[src/rtl/pixel_packer_if.sv]
// Pixel stream input plus frame-buffer port A write bus.
// master: the packer (consumes pixels, drives port A); slave: the surrounding system.
interface pixel_packer_if #(
    parameter int unsigned ADDR_W = 17
);
    logic [7:0]        pix_data;
    logic              pix_valid;
    logic              pix_ready;
    logic [ADDR_W-1:0] address_a;
    logic [31:0]       data_a;
    logic              wren_a;
    logic [3:0]        byteena_a;

    modport master (
        input  pix_data, pix_valid,
        output pix_ready, address_a, data_a, wren_a, byteena_a
    );

    modport slave (
        output pix_data, pix_valid,
        input  pix_ready, address_a, data_a, wren_a, byteena_a
    );
endinterface

[src/rtl/pixel_packer.sv]
// Packs a frame of 8-bit pixels four-per-word (little-endian lanes) and writes
// the words to consecutive frame-buffer addresses on port A.
module pixel_packer #(
    parameter int unsigned ADDR_W       = 17,
    parameter int unsigned BASE_ADDR    = 0,
    parameter int unsigned FRAME_PIXELS = 160000
) (
    input  logic        clk,
    input  logic        reset,
    input  logic        start,
    pixel_packer_if.master bus,
    output logic        busy,
    output logic        done,
    output logic [17:0] pix_count
);
    localparam int unsigned CNT_W  = 18;
    localparam int unsigned DATA_W = 32;

    localparam logic [1:0] S_IDLE  = 2'd0;
    localparam logic [1:0] S_RUN   = 2'd1;
    localparam logic [1:0] S_FLUSH = 2'd2;
    localparam logic [1:0] S_DONE  = 2'd3;

    logic [1:0]        state_q, state_d;
    logic [1:0]        lane_q, lane_d;
    logic [ADDR_W-1:0] ptr_q, ptr_d;
    logic [DATA_W-1:0] word_q, word_d;
    logic [CNT_W-1:0]  cnt_q, cnt_d;
    logic [ADDR_W-1:0] addr_q, addr_d;
    logic [DATA_W-1:0] data_q, data_d;
    logic              wren_q, wren_d;
    logic [3:0]        be_q, be_d;
    logic              busy_q, busy_d;
    logic              done_q, done_d;

    logic accept_c;
    logic last_c;

    assign accept_c = (state_q == S_RUN) && bus.pix_valid;
    assign last_c   = (cnt_q == CNT_W'(FRAME_PIXELS - 1));

    // State and datapath registers
    always_ff @(posedge clk or posedge reset) begin
        if (reset) begin
            state_q <= S_IDLE;
            lane_q  <= 2'd0;
            ptr_q   <= '0;
            word_q  <= '0;
            cnt_q   <= '0;
            addr_q  <= '0;
            data_q  <= '0;
            wren_q  <= 1'b0;
            be_q    <= 4'd0;
            busy_q  <= 1'b0;
            done_q  <= 1'b0;
        end else begin
            state_q <= state_d;
            lane_q  <= lane_d;
            ptr_q   <= ptr_d;
            word_q  <= word_d;
            cnt_q   <= cnt_d;
            addr_q  <= addr_d;
            data_q  <= data_d;
            wren_q  <= wren_d;
            be_q    <= be_d;
            busy_q  <= busy_d;
            done_q  <= done_d;
        end
    end

    // Next state, word assembly and registered write-port values
    always_comb begin
        state_d = state_q;
        lane_d  = lane_q;
        ptr_d   = ptr_q;
        word_d  = word_q;
        cnt_d   = cnt_q;
        addr_d  = addr_q;
        data_d  = data_q;
        wren_d  = 1'b0;
        be_d    = 4'd0;

        case (state_q)
            S_IDLE: begin
                if (start) begin
                    state_d = S_RUN;
                    lane_d  = 2'd0;
                    cnt_d   = '0;
                    ptr_d   = ADDR_W'(BASE_ADDR);
                    word_d  = '0;
                end
            end
            S_RUN: begin
                if (accept_c) begin
                    // Lane 0 clears the word so unfilled lanes of a short final word read as zero
                    if (lane_q == 2'd0) begin
                        word_d = {24'd0, bus.pix_data};
                    end else begin
                        word_d[{lane_q, 3'b000} +: 8] = bus.pix_data;
                    end
                    cnt_d = cnt_q + CNT_W'(1);
                    if (last_c) begin
                        wren_d  = 1'b1;
                        be_d    = 4'((5'd2 << lane_q) - 5'd1);
                        addr_d  = ptr_q;
                        data_d  = word_d;
                        state_d = S_FLUSH;
                    end else if (lane_q == 2'd3) begin
                        wren_d = 1'b1;
                        be_d   = 4'hF;
                        addr_d = ptr_q;
                        data_d = word_d;
                        ptr_d  = ptr_q + ADDR_W'(1);
                        lane_d = 2'd0;
                    end else begin
                        lane_d = lane_q + 2'd1;
                    end
                end
            end
            S_FLUSH: state_d = S_DONE;
            S_DONE:  state_d = S_IDLE;
            default: state_d = S_IDLE;
        endcase

        busy_d = (state_d == S_RUN) || (state_d == S_FLUSH);
        done_d = (state_d == S_DONE);
    end

    assign bus.pix_ready = (state_q == S_RUN);
    assign bus.address_a = addr_q;
    assign bus.data_a    = data_q;
    assign bus.wren_a    = wren_q;
    assign bus.byteena_a = be_q;
    assign busy          = busy_q;
    assign done          = done_q;
    assign pix_count     = cnt_q;
endmodule
[src/flat_wrapper.sv]
// flat-port wrapper written by rule: the top's interface ports become plain ports
module pixel_packer_flat 
#(
    parameter int unsigned ADDR_W       = 17,
    parameter int unsigned BASE_ADDR    = 0,
    parameter int unsigned FRAME_PIXELS = 160000
)
  (clk, reset, start, busy, done, pix_count, bus_pix_data, bus_pix_valid, bus_pix_ready, bus_address_a, bus_data_a, bus_wren_a, bus_byteena_a);
  pixel_packer_if #(.ADDR_W(ADDR_W)) bus_i ();
  input  logic clk;
  input  logic reset;
  input  logic start;
  output logic busy;
  output logic done;
  output logic [17:0] pix_count;
  input wire logic [$bits(bus_i.pix_data)-1:0] bus_pix_data;
  input wire logic [$bits(bus_i.pix_valid)-1:0] bus_pix_valid;
  output wire logic [$bits(bus_i.pix_ready)-1:0] bus_pix_ready;
  output wire logic [$bits(bus_i.address_a)-1:0] bus_address_a;
  output wire logic [$bits(bus_i.data_a)-1:0] bus_data_a;
  output wire logic [$bits(bus_i.wren_a)-1:0] bus_wren_a;
  output wire logic [$bits(bus_i.byteena_a)-1:0] bus_byteena_a;
  assign bus_i.pix_data = bus_pix_data;
  assign bus_i.pix_valid = bus_pix_valid;
  assign bus_pix_ready = bus_i.pix_ready;
  assign bus_address_a = bus_i.address_a;
  assign bus_data_a = bus_i.data_a;
  assign bus_wren_a = bus_i.wren_a;
  assign bus_byteena_a = bus_i.byteena_a;
  pixel_packer #(.ADDR_W(ADDR_W), .BASE_ADDR(BASE_ADDR), .FRAME_PIXELS(FRAME_PIXELS)) u_core (.clk(clk), .reset(reset), .start(start), .bus(bus_i), .busy(busy), .done(done), .pix_count(pix_count));
endmodule
[config.mk]
export PLATFORM = sky130hd
export DESIGN_NAME = pixel_packer_flat
export DESIGN_NICKNAME = d
export VERILOG_FILES = /design/src/rtl/pixel_packer_if.sv /design/src/rtl/pixel_packer.sv /design/src/flat_wrapper.sv
export SDC_FILE = /design/constraint.sdc
export NUM_CORES = 1
export LEC_CHECK = 0
export ABC_CLOCK_PERIOD_IN_PS = 9100
export CAP_MARGIN = 20
export CORE_UTILIZATION = 31
export CTS_CLUSTER_DIAMETER = 120
export DETAILED_ROUTE_END_ITERATION = 8
export SYNTH_ARGS = -nofsm -noshare
export SYNTH_HDL_FRONTEND = slang
export SYNTH_SLANG_ARGS = --single-unit
export TNS_END_PERCENT = 5
[constraint.sdc]
create_clock -name clk -period 9.1 [get_ports clk]
set_clock_uncertainty 0.05 [all_clocks]
set_input_delay 2.73 -clock clk [delete_from_list [all_inputs] [get_ports clk]]
set_output_delay 2.73 -clock clk [all_outputs]
set_load 0.05 [all_outputs]
## Word-level counts from Yosys, hierarchy flattened

Index checks and enable logic that the tools add are counted.
W data, S select, Z words.

| cells by class | value |
|---|---|
| reduce and logical (&&, ||, !) cells | 10 |
| add/subtract/negate cells | 5 |
| mux-type cells | 34 |
| shifts and indexed selects | 3 |
| eq/ne operators | 12 |

Operator list:

| kind | count |
|---|---|
| $mux W32 | 5 |
| $mux W17 | 6 |
| $pmux W32 S2 | 1 |
| $mux W18 | 2 |
| $pmux W18 S2 | 1 |
| $pmux W17 S2 | 1 |
| $bwmux W32 | 1 |
| $shift A8 B7 Y32 const A | 1 |
| $shiftx A8 B7 Y32 | 1 |
| $add A18 B1 Y18 const B | 1 |
| $eq A18 B18 Y1 const B | 1 |
| $add A17 B1 Y17 const B | 1 |
| $mux W4 | 4 |
| $mux W2 | 7 |
| $eq A2 B2 Y1 const B | 5 |
| $pmux W2 S4 | 1 |
| $neg A5 Y7 | 1 |
| $reduce_and A3 Y1 | 2 |
| $reduce_and A5 Y1 | 1 |
| $eq A2 B1 Y1 const B | 2 |
| $logic_not A2 Y1 | 2 |
| $mux W1 | 4 |
| $ne A2 B1 Y1 const B | 2 |
| $ne A2 B2 Y1 const B | 2 |
| 8 further kinds | 9 |

| word-level totals | value |
|---|---|
| input bits | 12 |
| output and inout port bits | 75 |
| word-level logic and storage cells | 75 |
| register bits | 127 |

## Longest topological paths before layout

Gate-level depths: netlist of run 1.

| depth | value |
|---|---|
| depth in word-level cells | 6 |
| depth in mapped cells | 9 |
| mapped depth without buffers | 7 |

## Worst setup path before layout of run 1

OpenSTA, ideal clock, no wires.

| path | value |
|---|---|
| kind | input to register |
| from | in start |
| to | reg u_core.cnt_q[16] (netlist: u_core.pix_count[16]) |
| slack | 4738 ps |
| setup time | 132 ps |
| buffers on the path | 1 |
| cell stages on the path | 6 |
| required time | 8918 ps |
| data arrival time | 4180 ps |
| cell sequence | or3b_1 > buf_2 > a2111o_1 > nor4_1 > xnor2_1 > nor2_1 |

| between the ends | value |
|---|---|
| cells in the longest elaborated chain, start to end | 2 |

RTL lines:

| element | RTL line | RTL |
|---|---|---|
| start, declared | flat_wrapper.sv:12 | `input logic start;` |
| $ne A2 B2 Y1 (no line) | n/a |  |
| $reduce_and A3 Y1 (no line) | n/a |  |
| end signal, assigned | pixel_packer.sv:61 | `cnt_q <= cnt_d;` |
| end, declared | pixel_packer.sv:28 | `logic [CNT_W-1:0] cnt_q, cnt_d;` |

No other way between the ends.
A chain may end at the register's enable or synchronous reset.

## Final worst setup path of run 1

| path | value |
|---|---|
| from | in bus_pix_valid |
| to | reg u_core.data_q[23] (netlist: u_core.bus.data_a[23]) |

| between the ends | value |
|---|---|
| cells in the longest elaborated chain, start to end | 2 |

RTL lines:

| element | RTL line | RTL |
|---|---|---|
| start, declared | flat_wrapper.sv:17 | `input wire logic [$bits(bus_i.pix_valid)-1:0] bus_pix_valid;` |
| $logic_and A1 B1 Y1 | pixel_packer.sv:39 | `assign accept_c = (state_q == S_RUN) && bus.pix_valid;` |
| $reduce_and A3 Y1 (no line) | n/a |  |
| end signal, assigned | pixel_packer.sv:63 | `data_q <= data_d;` |
| end, declared | pixel_packer.sv:30 | `logic [DATA_W-1:0] data_q, data_d;` |

No other way between the ends.

==> results of run 1 <==
sequential cells by signal, indices dropped and copies added (netlist names):
name and flops:
u_core.bus.address_a 17, u_core.bus.byteena_a 4, u_core.bus.data_a 32, u_core.busy 1, u_core.done 1, u_core.lane_q 2
u_core.pix_count 18, u_core.ptr_q 17, u_core.state_q 2, u_core.word_q 32
routing by layer:
| metal | track usage (%) | up-vias | part of all wire [%] |
|---|---|---|---|
| met3 | 3.419 | 18 | 4.5 |
| li1 | - | 2073 | - |
| met1 | 20.12 | 2165 | 47 |
| met5 | 0 | - | 0 |
| met2 | 24.42 | 107 | 47 |
| met4 | 6.082 | 0 | 1.5 |
power by group through the flow:
stage / sequential, mW / clock, mW / combinational [mW]
2_1_floorplan: 0.998 / 0 / 0.310
3_3_place_gp: 0.771 / 0 / 0.762
3_5_place_dp: 0.775 / 0 / 0.782
4_1_cts: 0.766 / 0.727 / 0.785
5_1_grt: 0.783 / 0.752 / 0.835
6_report: 0.765 / 0.712 / 0.783
worst paths after layout:
kind,start,cells after the start,endpoint
max,bus_pix_valid,8,u_core.bus.data_a[23]
min,u_core.bus.data_a[6],2,u_core.bus.data_a[6]
max reg2reg,u_core.pix_count[8],6,u_core.bus.data_a[23]
min reg2reg,u_core.bus.data_a[6],2,u_core.bus.data_a[6]
max in group asynchronous,reset,3,u_core.word_q[2]
min in group asynchronous,reset,2,u_core.bus.data_a[4]
area by class of cell:
cell class / instances / area, um^2 / area share (%)
repair buffers: 92 / 925.9 / 12.31
flip-flops and latches: 126 / 3153 / 41.93
well taps: 229 / 286.5 / 3.810
clock buffers: 21 / 460.4 / 6.123
multi-input cells: 370 / 2479 / 32.96
inverters: 13 / 51.30 / 0.6822
clock inverters: 11 / 163.9 / 2.180
synth_stat cells (2+ instances only):
cell type  instances  area, um^2
a22o_1            26       227.7
or3_1             12       75.07
clkbuf_1          20       75.07
nor4_1             2       12.51
mux2i_1           12       120.1
o21ai_0           23       115.1
nor2_1            28       105.1
and2_1             5       31.28
inv_1             13       48.80
or4_1              3       22.52
nand3_1           38       190.2
buf_4              3       22.52
xnor2_1            9       78.83
buf_2              3       15.01
nand4_1           12       75.07
mux2_2            38       427.9
nand2b_1          26       162.7
and4_1             2       17.52
nand2_1           51       191.4
o31ai_1            2       15.01
xor2_1             7       61.31
and3_1             3       18.77
nor3_1             2       10.01
ha_1               8       100.1
dfrtp_1          126        3153
a21oi_1           40       200.2
cells by family (layout without fill, tap and decap cells):
logic type,Yosys count,count (layout)
compound gates,102,102
xor+xnor,16,16
fa+ha+maj,8,8
buf+inv,40,137
flops,126,126
mux,50,50
simple gates,194,194
per-stage QoR:
step           area, um^2  instances  total power [mW]  utilization (%)  hold slack [ps]
2_1_floorplan        5788        536             1.308                -            406.1
3_3_place_gp         6868        829             1.533            37.84            421.9
3_5_place_dp         6868        829             1.557            37.84            429.9
4_1_cts              7492        861             2.279            41.29            442.1
5_1_grt              7520        862             2.370            41.44            462.4
6_report             7520        862             2.260            41.44            430.3
worst min-delay path: stages, from the launching register on:
cell	delay (ps)
dfrtp_1	340
nand2_1	50
o21ai_0	60
==> run metrics, run 1 <==
worst ir drop on vdd 0.0001766 V; synthesized instance count 536; clock power share 31.5%; max incr delay on CP 700 ps; EDFF count, synth 0; Placer Congestion 0.7679; Simple-Gate Fraction of Synth Area 17.36%; TritonCTS Buffers 17; period utilisation layout 60.01%; diodes inserted 0; mux cell area share after synthesis 9.468%; pin slew with the least headroom to its limit 956.0 ps; vias in the first global route 4384; antenna violations before repair 0; Worst path slowest cell inv_1; detailed-route wire length 14060 um; Critical Path RT 9340 ps; Mean Syn Cell Area 10.80 um^2; CP Cell Sequence clkdlybuf4s50_1 -> and3b_1 -> buf_16 -> and2_1 -> a21oi_2 -> buf_4 -> inv_1 -> mux2_2; post_cts resized 0; Max Clock Freq 0.1831 GHz; Final Critical Period 5461 ps; total grt overflow 0; CTS tree done; largest net degree at the start of global routing 78; crit-path max FO 39; Post-DP HPWL 9426 um; fin worst setup slack 3639 ps; maxcap violations 0; R2R setup slack 5840 ps; Hold Fails Final Rpt 0; share of layout cells above drive strength 1 13.27%; P_leak 3.289 nW; largest family of logic cells by synthesized area simple AND/OR/NAND/NOR gates; Worst EP arrival 5700 ps; unique cell type count in the Yosys netlist 48; # IOs 87; Die X 138.6 um; Switch Pwr 0.8365 mW; commonest cells after routing, fill and taps aside 126 x dfrtp_1, 86 x clkdlybuf4s50_1, 51 x nand2_1; delay-heaviest family, CP buffers and inverters; CP startpoint kind primary input; Primary FF master, synth dfrtp_1; setup TNS 0 ps; Post-Synth XOR/XNOR Area 2.421%; Setup CP Type primary input to flip-flop; Setup-failing EPs final 0; Die Footprint 19220 um^2; vias post-DR 4363; num rows 49; Worst Setup End Kind flip-flop; pwr/cell area 300.5 nW/um^2; starting density of the core 31.89%; Syn. warnings 0; synthesis-stage register bit count 126; sequential area share after synthesis 54.47%; max_slew headroom 36.27%; P_int 1.423 mW; I/O Buffers 86; worst hold path class flip-flop to flip-flop; Post-route DRC 7; Via density 5.061; routed wire length per instance 16.31 um; initial DRC count 340; remaining antenna violation count 0; CTS max path bufs 2; # Post-CTS Setup Buffers 0; asr flop ratio synth 100.0%; Vert. Die Dim 138.6 um; layout net count 640; Clock Latency Late Sink 410 ps; Synth Area in Compound Gates 11.69%; clock slew at reported path FFs 50 ps; status finished with violations; Final Max Slew Viols 0; Post-Syn Nets 556; commonest non-fill, non-tap cell in the layout dfrtp_1; failing checks DRC; clock sink count 126; CORE AREA 18150 um^2; DP Worst Slack 2879 ps; post-synthesis adder-cell area fraction 1.729%; Fill cells 1691; # H-tree levels 4; total track usage 15.27%; Comb pwr share 34.7%; P&R area growth vs syn 29.92%; Net Sw Frac 37.02%; CTS root buf clkbuf_16; RSZ-0062 raised after global routing no; WP buf/inv 4; hold_buf cts 0; Post-Syn Area 5788 um^2; drt first pass iters 6; Reg power frac 33.8%; first-pass GRT wire length 23150 um
Power figures use the tool's default switching activity.
==> run 2: changes to the inputs <==
Settings changed: ABC_CLOCK_PERIOD_IN_PS 9100 to 5400.
Clock period 9.1 ns to 5.4 ns, I/O delays scaled along.
==> run 2 against run 1 <==
  * The flow still finishes with violations (DRC)
  * Register-to-register slack got worse by 3500 ps
  * Sequential cell count did not move
  * Global-route usage rose by 0.41 points
  * Via count fell by 0.46%
  * Clock-buffer cell count rose by 1
  * Sequential share of layout area rose by 0.17 points
  * Largest power group unchanged
  * Highest routed layer unchanged
==> run metrics, run 2 (synthesis gave the netlist of run 1 again) <==
Final Max Slew Viols 0 (unchanged); RSZ-0062 raised after global routing no; drt first pass iters 7 (+1); Net Sw Frac 37.46% (+0.45 points); vias in the first global route 4516 (+3.0%); # IOs 87 (unchanged); remaining antenna violation count 0 (unchanged); I/O Buffers 86 (unchanged); maxcap violations 0 (unchanged); status finished with violations; Max Clock Freq 0.2591 GHz; pwr/cell area 501.8 nW/um^2 (+67%); detailed-route wire length 14100 um (+0.31%); CTS tree done; share of layout cells above drive strength 1 13.11% (-0.16 points); starting density of the core 31.89% (unchanged); commonest cells after routing, fill and taps aside 126 x dfrtp_1, 86 x clkdlybuf4s50_1, 51 x nand2_1; Critical Path RT 5630 ps (-3710 ps); Die Footprint 19220 um^2 (unchanged); vias post-DR 4343 (-0.46%); Worst Setup End Kind flip-flop; clock slew at reported path FFs 50 ps (about the same); Switch Pwr 1.408 mW (+68%); num rows 49 (unchanged); met1 usage 20.05% (-0.071 points); total grt overflow 0 (unchanged); Post-DP HPWL 9523 um (+1.0%); layout net count 640 (unchanged); Vert. Die Dim 138.6 um (unchanged); largest net degree at the start of global routing 71 (-9.0%); Via density 5.038 (-0.46%); clock power share 30.8% (-0.7 points); Reg power frac 34.3% (+0.5 points); first-pass GRT wire length 23640 um (+2.1%); Hold Fails Final Rpt 0 (unchanged); Comb pwr share 35.0% (+0.3 points); failing checks DRC; commonest non-fill, non-tap cell in the layout dfrtp_1; clock sink count 126 (unchanged); max incr delay on CP 710 ps (about the same); antenna violations before repair 0 (unchanged); Setup-failing EPs final 0 (unchanged); # Post-CTS Setup Buffers 0 (unchanged); setup TNS 0 ps (unchanged); Placed Cells 830 (+0.12%); P&R area growth vs syn 29.40%; Final Critical Period 3859 ps; fin cells 862 (unchanged); worst ir drop on vdd 0.0002723 V (+54%); Worst path slowest cell inv_1; period utilisation layout 71.47%; Worst EP arrival 4090 ps (-1610 ps); initial DRC count 341 (+0.29%); CTS max path bufs 2 (unchanged); WP buf/inv 3 (-1); most utilized layer in the global route result met2; pin slew with the least headroom to its limit 934.5 ps (-21.44 ps); P_int 2.350 mW (+65%); delay-heaviest family, CP buffers and inverters; max_slew headroom 37.63% (+1.4 points); Die X 138.6 um (unchanged); Post-route DRC 6 (-1); CP startpoint kind primary input; Setup CP Type primary input to flip-flop; TritonCTS Buffers 17 (unchanged); Placer Congestion 0.7701 (+0.29%); CTS root buf clkbuf_16; total track usage 15.68% (+0.41 points); post_cts resized 0 (unchanged); CP Cell Sequence clkdlybuf4s50_1 -> and3b_1 -> buf_4 -> and2_1 -> a21oi_2 -> inv_1 -> mux2_2; met2 usage 25.73% (+1.3 points); P_leak 3.273 nW (-0.48%); routed wire length per instance 16.36 um (+0.31%); hold_buf cts 0 (unchanged); Clock Latency Late Sink 410 ps (about the same); grt met3 use 3.453% (+0.035 points); crit-path max FO 32 (-18%); CORE AREA 18150 um^2 (unchanged); diodes inserted 0 (unchanged); # H-tree levels 4 (unchanged); worst hold path class flip-flop to flip-flop
## run 2: changes by cell type in the layout (fill, tap and decap cells not counted)
| cell | before | now |
|---|---|---|
| buf_16 | 1 | 0 |
| bufinv_16 | 4 | 3 |
| clkinv_4 | 1 | 2 |
| buf_12 | 0 | 1 |
| clkbuf_1 | 2 | 3 |
| clkinv_2 | 4 | 3 |
## run 2: final cells by class
type	instances	area, um^2
fill	1740	10660
sequential	126	3153
inverter	13	51.30
timing repair buffer	92	918.4
multi-input combinational	370	2479
clock buffer	22	464.2
tap	229	286.5
clock inverter	10	137.6
## run 2: power by group through the flow
stage | clock network (mW) | registers (mW) | logic (mW)
2_1_floorplan | 0 | 1.68 | 0.523
3_3_place_gp | 0 | 1.30 | 1.29
3_5_place_dp | 0 | 1.30 | 1.32
4_1_cts | 1.18 | 1.29 | 1.33
5_1_grt | 1.23 | 1.32 | 1.41
6_report | 1.16 | 1.29 | 1.31
## run 2: worst paths after layout
check                                          start                  endpoint  slack [ps]  cells past startpoint
worst max-delay path                   bus_pix_valid     u_core.bus.data_a[29]        1540                      7
worst min-delay path            u_core.bus.data_a[7]      u_core.bus.data_a[7]         430                      2
worst max register to register   u_core.pix_count[8]     u_core.bus.data_a[29]        2380                      5
worst min register to register  u_core.bus.data_a[7]      u_core.bus.data_a[7]         430                      2
max in group asynchronous                      reset  u_core.bus.address_a[16]        2760                      3
min in group asynchronous                      reset         u_core.word_q[29]        1690                      2
## run 2: metal layers
layer / vias to the layer above / part of all wire [%]
met3: 19 / 4.9
met1: 2125 / 45
li1: 2080 / -
met4: 0 / 1.9
met2: 119 / 48
met5: - / 0
## run 2: worst register-to-register path, stage by stage, from the launching register on
cell	delay [ps]
dfrtp_1	470
or4b_1	580
nor4_2	540
a21oi_2	120
inv_1	710
mux2_2	430
## run 2: stage by stage
| stage | hold WS, ps | cell area [um^2] | worst slack (ps) | util, % | power (mW) |
|---|---|---|---|---|---|
| after global routing | 463.2 | 7490 | 1376 | 41.27 | 3.956 |
| after CTS | 433.4 | 7490 | 1515 | 41.27 | 3.795 |
| after detailed placement | 421.0 | 6888 | 1097 | 37.96 | 2.625 |
| after global placement | 419.3 | 6888 | 1190 | 37.96 | 2.588 |
| after floorplan | 406.1 | 5788 | 374.1 | - | 2.204 |
| final | 429.4 | 7490 | 1541 | 41.27 | 3.758 |
==> run 3: changes to the inputs <==
Settings changed: ABC_CLOCK_PERIOD_IN_PS 5400 to 3250.
Clock period 5.4 ns to 3.25 ns, I/O delays scaled along.
==> run 3 against run 2 <==
  * The run still ends with DRC left
  * Worst hold slack gained 0.74 ps
  * Clock-buffer cell count grew 4
  * Routed wire length shrank 1.8%
  * Largest cell class unchanged
  * Total power grew 63%
  * Combinational power grew 68%
  * Highest routed layer unchanged
==> run metrics, run 3 (synthesis gave the netlist of run 1 again) <==
TritonCTS Buffers 17 (unchanged); remaining antenna violation count 0 (unchanged); Vert. Die Dim 138.6 um (unchanged); # H-tree levels 4 (unchanged); routed wire length per instance 15.94 um (-2.5%); Setup-failing EPs final 0 (unchanged); hold path startpoint u_core.bus.data_a[4]; Die X 138.6 um (unchanged); worst hold path class flip-flop to flip-flop; commonest non-fill, non-tap cell in the layout dfrtp_1; Critical Path RT 2220 ps (-3410 ps); area taken by flip-flops and latches 3153 um^2 (unchanged); RR Startpoint u_core.pix_count[0]; Placer Congestion 0.7884 (+2.4%); pwr/cell area 815.6 nW/um^2 (+63%); post_cts resized 0 (unchanged); first-pass GRT wire length 22970 um (-2.8%); # IOs 87 (unchanged); Hold Fails Final Rpt 0 (unchanged); num rows 49 (unchanged); layout net count 648 (+1.3%); final core utilization 41.47% (+0.20 points); Clock Latency Late Sink 410 ps (about the same); Worst EP arrival 2100 ps (-1990 ps); maxcap violations 0 (unchanged); CP startpoint kind flip-flop; R2R setup slack 630 ps (-1750 ps); vias post-DR 4408 (+1.5%); total track usage 15.16% (-0.52 points); share of layout cells above drive strength 1 13.91% (+0.79 points); antenna violations before repair 0 (unchanged); Fill cells 1737 (-0.17%); RSZ-0062 raised after global routing no; Max Clock Freq 0.3201 GHz; status finished with violations; I/O Buffers 86 (unchanged); clock slew at reported path FFs 50 ps (about the same); Via density 5.072 (+0.68%); Register-to-Register Path Depth 6 (+1); Worst Setup End Kind output port; Post-DP HPWL 9234 um (-3.0%); fin cells 869 (+0.81%); worst hold stages 2 (unchanged); CORE AREA 18150 um^2 (unchanged); Final Max Slew Viols 0 (unchanged); clock sink count 126 (unchanged); worst ir drop on vdd 0.0003782 V (+39%); CTS tree done; CTS root buf clkbuf_16; area of the multi-input gates 2479 um^2 (unchanged); Post-route DRC 5 (-1); Crit Reg-Reg Endpoint u_core.ptr_q[11]; # Post-CTS Setup Buffers 0 (unchanged); setup TNS 0 ps (unchanged); commonest cells after routing, fill and taps aside 126 x dfrtp_1, 86 x clkdlybuf4s50_1, 51 x nand2_1; total grt overflow 0 (unchanged); diodes inserted 0 (unchanged); P_leak 3.294 nW (+0.66%); largest net degree at the start of global routing 127 (+79%); max_slew headroom 54.81% (+17 points); Placed Cells 838 (+0.96%); Setup CP Type flip-flop to output port; failing checks DRC; max incr delay on CP 810 ps (+100 ps); vias in the first global route 4404 (-2.5%); crit-path max FO 9 (-72%); drt first pass iters 7 (unchanged); Hold Crit Endpoint u_core.bus.data_a[4]; initial DRC count 280 (-18%); CP Cell Sequence nand2b_1 -> inv_1 -> clkdlybuf4s50_1; Final Critical Period 3124 ps; Hold WS 430.1 ps (+0.7450 ps); detailed-route wire length 13860 um (-1.8%); CTS max path bufs 2 (unchanged); Die Footprint 19220 um^2 (unchanged); P&R area growth vs syn 30.03%; hold_buf cts 0 (unchanged); Worst path slowest cell clkdlybuf4s50_1; period utilisation layout 96.14%; starting density of the core 31.89% (unchanged); pin slew with the least headroom to its limit 677.8 ps (-256.7 ps)
==> run 3: cell count changes in the layout (fill, tap and decap cells not counted), sizes merged <==
cell,previous run,this run
clkinv,5,2
clkbuf,22,26
inv,13,12
bufinv,3,1
clkinvlp,2,3
buf,6,14
==> run 3: routing by layer <==
| layer | vias up | track usage, % | routed length (um) |
|---|---|---|---|
| met5 | - | 0 | 0 |
| met4 | 0 | 6.550 | 251 |
| met3 | 18 | 3.488 | 647 |
| met2 | 103 | 23.78 | 6552 |
| met1 | 2199 | 20.11 | 6406 |
| li1 | 2088 | - | - |
==> run 3: layout make-up <==
class                   instances  share of cell area (%)
clock buffers                  26                   6.766
repair buffers                100                   13.17
flip-flops and latches        126                   41.90
inverters                      13                  0.6983
well taps                     229                   3.807
clock inverters                 5                  0.7315
multi-input cells             370                   32.93
==> run 3: power breakdown <==
group          total, mW  switching (mW)  internal, mW
combinational       2.20            1.41         0.790
sequential          2.14           0.247          1.89
clock               1.80           0.656          1.15
total               6.14            2.31          3.83
==> run 3: worst max-delay path by stage <==
stage	slack (ps)	cells past startpoint	to	start
6_report	130	3	bus_pix_ready	u_core.state_q[1]
5_1_grt	20	3	bus_pix_ready	u_core.state_q[1]
4_1_cts	80	3	bus_pix_ready	u_core.state_q[1]
3_5_place_dp	60	6	u_core.pix_count[16]	start
3_3_place_gp	90	6	u_core.pix_count[16]	start
2_1_floorplan	640	6	u_core.pix_count[16]	start
==> run 3: worst max-delay path: cells and delay by family, from the launching register on <==
family	cells	cell delay, ps
flip-flops	1	450
buffers and inverters	2	960
AND/OR/NAND/NOR	1	280
==> run 3: metrics by stage <==
step / total power [mW] / setup slack, ps / instance area (um^2)
after floorplan: 3.663 / 642.9 / 5792
after global routing: 6.464 / 21.71 / 7526
after global placement: 4.325 / 85.06 / 6962
after detailed placement: 4.380 / 61.07 / 6962
final: 6.138 / 125.5 / 7526
after CTS: 6.215 / 82.09 / 7526
